File: src/rtl/flex_crc_unit.sv
// Bit-serial CRC generator/checker with parameterized polynomial.
// Accumulates message bits MSB-first, then shifts out the complemented remainder.
module flex_crc_unit #(
  parameter int                 WIDTH   = 16,
  parameter logic [WIDTH-1:0]   POLY    = 16'h8005,
  parameter logic [WIDTH-1:0]   INIT    = '1,
  parameter logic [WIDTH-1:0]   RESIDUE = 16'h800D
) (
  input  logic             clk,
  input  logic             reset,
  input  logic             clear,
  input  logic             data_valid,
  input  logic             data_in,
  input  logic             append,
  output logic [WIDTH-1:0] crc_out,
  output logic             serial_out,
  output logic             serial_valid,
  output logic             busy,
  output logic             crc_ok,
  output logic             done
);

  localparam int CNT_W = $clog2(WIDTH + 1);

  typedef enum logic [1:0] {IDLE, ACCUM, SHIFT_OUT} state_t;

  state_t           state_q;
  logic [WIDTH-1:0] crc_q;
  logic [WIDTH-1:0] crc_d;
  logic [CNT_W-1:0] cnt_q;
  logic             done_q;
  logic             fb;

  // One LFSR step folding in the current serial bit.
  assign fb    = crc_q[WIDTH-1] ^ data_in;
  assign crc_d = {crc_q[WIDTH-2:0], 1'b0} ^ (fb ? POLY : '0);

  always_ff @(posedge clk or posedge reset) begin
    if (reset) begin
      state_q <= IDLE;
      crc_q   <= INIT;
      cnt_q   <= '0;
      done_q  <= 1'b0;
    end else begin
      done_q <= 1'b0;
      if (clear) begin
        state_q <= IDLE;
        crc_q   <= INIT;
        cnt_q   <= '0;
      end else begin
        case (state_q)
          IDLE, ACCUM: begin
            if (append) begin
              state_q <= SHIFT_OUT;
              cnt_q   <= CNT_W'(WIDTH);
            end else if (data_valid) begin
              state_q <= ACCUM;
              crc_q   <= crc_d;
            end
          end
          SHIFT_OUT: begin
            // Last bit leaves this cycle: reload and flag completion next cycle.
            if (cnt_q == CNT_W'(1)) begin
              state_q <= IDLE;
              crc_q   <= INIT;
              cnt_q   <= '0;
              done_q  <= 1'b1;
            end else begin
              crc_q <= {crc_q[WIDTH-2:0], 1'b0};
              cnt_q <= cnt_q - CNT_W'(1);
            end
          end
          default: begin
            state_q <= IDLE;
            crc_q   <= INIT;
            cnt_q   <= '0;
          end
        endcase
      end
    end
  end

  assign busy         = (state_q == SHIFT_OUT);
  assign serial_valid = busy;
  assign serial_out   = busy & ~crc_q[WIDTH-1];
  assign crc_ok       = !busy && (crc_q == RESIDUE);
  assign crc_out      = crc_q;
  assign done         = done_q;

endmodule

File: config.mk
export PLATFORM = sky130hd
export DESIGN_NAME = flex_crc_unit
export DESIGN_NICKNAME = d
export VERILOG_FILES = /design/src/rtl/flex_crc_unit.sv
export SDC_FILE = /design/constraint.sdc
export NUM_CORES = 1
export LEC_CHECK = 0
export CAP_MARGIN = 25
export CORE_MARGIN = 3
export CORE_UTILIZATION = 43
export DETAILED_ROUTE_END_ITERATION = 7
export GPL_ROUTABILITY_DRIVEN = 0
export GPL_TIMING_DRIVEN = 0
export PLACE_DENSITY = 0.76
export SLEW_MARGIN = 10
export SYNTH_ARGS = -nofsm -noshare
export SYNTH_HDL_FRONTEND = slang
export SYNTH_SLANG_ARGS = --single-unit
File: constraint.sdc
create_clock -name clk -period 1.5 [get_ports clk]
set_clock_uncertainty 0.05 [all_clocks]
set_input_delay 0.225 -clock clk [delete_from_list [all_inputs] [get_ports clk]]
set_output_delay 0.225 -clock clk [all_outputs]
set_load 0.005 [all_outputs]
## After elaboration in Yosys (flattened, before gate mapping)

Cells that the tools add are included.

- Register bits after elaboration: 24
- Bits of input ports: 6
- Output and inout bits: 21
- Word-level logic and storage cells: 42

- $add $sub $neg: 1
- Eq/ne operators: 9
- Muxes and demuxes: 18
- Bitwise gates (word level): 4
- Reductions and logical operators: 6

Operators by type and width:

| kind | count |
|---|---|
| 16-bit 2-to-1 mux | 5 |
| 16-bit case mux with 2 select lines | 1 |
| 16-bit equality test, second input constant | 1 |
| 16-bit XOR | 1 |
| 5-bit 2-to-1 mux | 3 |
| 5-bit case mux with 2 select lines | 1 |
| 3-bit != test, second input constant | 3 |
| 2-bit 2-to-1 mux | 4 |
| 5-bit by 1-bit equality test with 1-bit output, second input constant | 1 |
| 5-bit by 1-bit subtractor with 5-bit output, second input constant | 1 |
| 4-bit != test, second input constant | 1 |
| 2-bit case mux with 2 select lines | 1 |
| 2-bit AND reduction | 2 |
| 1-bit 2-to-1 mux | 3 |
| 3-bit by 2-bit != test with 1-bit output, second input constant | 1 |
| 2-bit by 1-bit equality test with 1-bit output, second input constant | 1 |
| 2-bit equality test, second input constant | 1 |
| 2-bit logical NOT | 1 |
| 2-bit OR reduction | 1 |
| 1-bit AND | 1 |
| 1-bit logical AND | 1 |
| 1-bit logical NOT | 1 |
| 1-bit inverter | 1 |
| 1-bit XOR | 1 |

## Logic depth before layout (Yosys ltp)

Gate-level depths: netlist (run 1).

- Depth after elaboration: 7
- Depth in mapped cells: 6
- Depth with buffers taken out: 5

## Worst setup path after synthesis (run 1)

No wires, ideal clock.

- Kind: register to register
- Start point: register cnt_q[1]
- End point: register crc_q[15] (netlist: crc_out[15])
- Setup time: 0.081 ns
- Data arrival time: 1.440 ns
- Required time: 1.369 ns
- Slack: -0.071 ns
- Stages on the path, launching flop included: 7
- Path buffers: 1
- Clock period less this slack: 1.571 ns
- Path through: dfrtp_1 > inv_1 > ha_1 > or4b_4 > a21o_4 > buf_6 > o2111ai_2

- Word-level cells in the longest chain between the ends: 4

Ends and longest elaborated chain:

| element | RTL line | RTL |
|---|---|---|
| start: declaration | 30 | `logic [CNT_W-1:0] cnt_q;` |
| start signal: assignment | 55 | `cnt_q <= CNT_W'(WIDTH);` |
| start signal: assignment | 70 | `cnt_q <= cnt_q - CNT_W'(1);` |
| 5-bit by 1-bit equality test with 1-bit output | 63 | `if (cnt_q == CNT_W'(1)) begin` |
| 16-bit 2-to-1 mux | 63 |  |
| 16-bit case mux with 2 select lines | 51 | `case (state_q)` |
| 16-bit 2-to-1 mux | 46 | `if (clear) begin` |
| end signal: assignment | 58 | `crc_q <= crc_d;` |
| end signal: assignment | 69 | `crc_q <= {crc_q[WIDTH-2:0], 1'b0};` |
| end: declaration | 28 | `logic [WIDTH-1:0] crc_q;` |

Every way passes these cells.
A chain may end at the register's enable or synchronous reset.

## Final worst setup path (run 1)

- Start point: register crc_q[0] (netlist: crc_out[0])
- End point: output crc_ok

- Word-level cells in the longest chain between the ends: 2

Ends and longest elaborated chain:

| element | RTL line | RTL |
|---|---|---|
| 16-bit equality test | 86 | `assign crc_ok = !busy && (crc_q == RESIDUE);` |
| 1-bit logical AND | 86 |  |
| end: declaration | 19 | `output logic crc_ok,` |

Every way passes these cells.

==> results of run 1 <==
-- final cells by class --
| cell class | count | area [µm²] |
|---|---|---|
| multi-input cells | 85 | 779 |
| flip-flops and latches | 24 | 622 |
| fillers | 167 | 614 |
| repair buffers | 52 | 463 |
| plain buffers | 8 | 77.6 |
| well taps | 30 | 37.5 |
| clock buffers | 4 | 26.3 |
| inverters | 4 | 15.0 |
-- synth_stat cells (all sizes together), types with 2 or more instances --
| cell | instances |
|---|---|
| nor3 | 2 |
| dfstp | 16 |
| o21ai | 9 |
| nor2 | 7 |
| nand3b | 2 |
| buf | 8 |
| nand2 | 3 |
| a21o | 2 |
| nand2b | 2 |
| inv | 4 |
| ha | 2 |
| dfrtp | 8 |
| xnor2 | 2 |
| nand3 | 20 |
| a21oi | 6 |
| a2bb2oi | 5 |
| o221ai | 2 |
| nor4 | 2 |
| or2 | 2 |
-- metal layers --
layer	vias up	global-route usage	share of wire	wire length [µm]
met5	-	0	0	0
met4	0	0.0791	0.026	113
met3	18	0.0389	0.086	366
met2	90	0.418	0.48	2070
met1	655	0.334	0.40	1720
li1	563	-	-	-
-- through the flow --
step	utilization	hold slack (ps)	instance area, µm²	setup WS [ps]
global route	0.767	388	2020	-492
finish	0.767	329	2020	-368
CTS	0.725	367	1910	-364
detailed placement	0.590	454	1560	-581
global placement	0.590	451	1560	-560
floorplan	-	178	1260	-69.4
-- placed cells by master, fill, tap and decap left out, types with 2 or more instances in the layout --
master | synthesis | layout
dlygate4sd2_1 | 0 | 13
a2bb2oi_2 | 0 | 5
nor2_1 | 7 | 5
nand3_4 | 0 | 2
buf_2 | 2 | 4
nand3_2 | 0 | 8
inv_1 | 4 | 2
nand2_1 | 3 | 2
clkbuf_2 | 0 | 2
a21oi_1 | 6 | 6
dfrtp_1 | 8 | 7
clkdlybuf4s50_1 | 0 | 6
buf_4 | 5 | 20
o21ai_1 | 0 | 8
dfstp_2 | 16 | 16
nand3_1 | 20 | 10
buf_6 | 1 | 12
clkbuf_4 | 0 | 3
nand3b_1 | 2 | 2
inv_2 | 0 | 2
-- power by group through the flow --
stage	registers (µW)	logic (µW)	clock network [µW]
2_1_floorplan	927	347	0
3_3_place_gp	943	615	0
3_5_place_dp	951	634	0
4_1_cts	915	942	293
5_1_grt	946	1160	333
6_report	934	1090	310
-- worst paths after layout --
path                               endpoint  slack [ps]  cells after the start
worst max-delay path                 crc_ok        -370                      4
worst min-delay path             state_q[1]         330                      2
worst max register to register   crc_out[8]        -230                      6
worst min register to register  crc_out[10]         500                      2
max in group asynchronous          cnt_q[0]         470                      2
min in group clk                crc_out[10]         500                      2
-- critical path: cells and delay by family, from the launching register on --
family        cells  cell delay [ps]
simple gates      3              570
flops             1              560
buf+inv           1              150
-- repair_timing --
item,4_1_cts,5_1_grt
pin swaps,5,7
buffers inserted,22,5
resized for setup,69,38
setup endpoints to repair,41,27
cloned,1,0
-- state kept, by name (all words and copies together), names as in the netlist --
name     count
cnt_q        5
crc_out     16
state_q      2
done         1
-- logic make-up after synthesis --
kind of cell             count (synthesis)  synth area share
buffers and inverters                   14            0.0687
XOR/XNOR                                 2            0.0139
AO/OA/AOI/OAI                           31             0.177
multiplexers                             1           0.00796
adder cells (fa/ha/maj)                  2            0.0199
AND/OR/NAND/NOR                         49             0.219
flip-flops                              24             0.494
==> impl_results.md, run 1 <==
- Initial antenna violation count: 0
- Leakage Power: approximately 0.00083 µW
- TNS Setup: -3580 ps
- FFs w/ async S/R, synth: 1.00
- Non-Filler Instances: around 210
- Tot Pwr: 2330 µW
- Crit-path max FO: 2
- Yosys Warn Count: 0
- Area of the core: ~0.0026 mm²
- Dpl cells: approximately 180
- Final worst slack: -368 ps
- Vias in the first global route: about 1300
- Hold crit path type: primary input to asynchronous set/reset pin
- Die Y: approximately 60 µm
- Area delta synth->final: 60.7%
- Crit path kind: flip-flop to primary output
- Cell variety after synth: 41
- Area contributors post-synth: dfstp_2 33%, dfrtp_1 16%, nand3_1 8.0%
- Run status: finished, violations left
- Relative slew slack: 0.402
- Vias: approximately 1300
- H-tree depth: 1
- Max Root-Sink Buffers: 2
- Die W: roughly 60 µm
- Area of the mapped netlist: 0.00126 mm²
- Worst Tran Pin Value: around 900 ps
- Synth area leader: dfstp_2
- Mean Syn Cell Area: about 10 µm²
- Global-route wire length before repair: 6.70 mm
- Final slew viol count: 0
- Period utilisation layout: 1.25
- CTS Sinks: 24
- Total track usage: 0.251
- Sw power: a little over 800 µW
- Synthesized net count: about 130
- Register share of total power: 0.400
- Arrival time of the worst setup path: 1590 ps
- DR iter-0 viols: between 70 and 80
- Port buffer count: 26
- Final wirelength: 4.27 mm
- Final Hold Viols: 0
- Post-synth top area share: 0.334
- DR WL/cell: 20.6 µm
- Peak supply drop: 920 µV
- Critical Path Source Type: flip-flop
- Critical path capture point type: primary output
- Initial Utilization: 0.477
- Layout cells sized above 1: 0.565
- I/O pin count: 27
- Post-route minimum period: 1870 ps
- Max incr delay on CP: 560 ps
- Clock insertion delay at the later pin of the skew report: around 320 ps
- Int Power: 1520 µW
- Power Density: 1150 mW/mm²
- WP data required: between 1000 and 1500 ps
- Grt total ovfl: 0
- R2r startpoint: cnt_q[1]
- Fmax: 535 MHz
- Switching Share: 0.349
- Gate power share: 0.467
- Mapped Cells: around 120
- HPWL Detailed: about 2.2 mm
- DR DRC count: 0
- RSZ-0062 raised after global routing: true
- Max_cap viols: 0
- Nets: between 150 and 200
- CP Launch Point: crc_out[0]
- TritonCTS clock tree: done
- Antenna Nets Post-Route: 0
- Quantity of hold-fixing buffers added after cts: 0
- Seq cells post-synth: 24
- EDFF count, synth: 0
- Slowest CP cell: dfstp_2
- Main flop type after synthesis: dfstp_2
- Die Area: roughly 0.0036 mm²
- Vias per Instance: between 6 and 7
- Crit-path cells: nor4bb_4 > nand3_2 > nor4_2 > buf_2
- Clk slew on worst S/H paths: 140 ps
- Largest net degree at the start of global routing: 25
- Register area share after synthesis: 0.494
- Clk pwr share: 0.133
- Failing checks: setup timing
- Number of iterations in the first detailed-routing pass: 4
- CTS Buf Count: 3
- Ant diodes: 0
- Endpoints failing setup: 22
- Root buf cell: clkbuf_4
- FP Rows: 18
No activity file was read; power rests on OpenSTA's default activity.
==> run 2: changes to the inputs <==
--- a/config.mk
+++ b/config.mk
@@ -11,6 +11,7 @@
 export DETAILED_ROUTE_END_ITERATION = 7
 export GPL_ROUTABILITY_DRIVEN = 0
 export GPL_TIMING_DRIVEN = 0
+export HOLD_SLACK_MARGIN = 0.06
 export PLACE_DENSITY = 0.76
 export SLEW_MARGIN = 10
 export SYNTH_ARGS = -nofsm -noshare
==> results of run 2 <==
Final layout, timing and power as in run 1 (identical DEF).
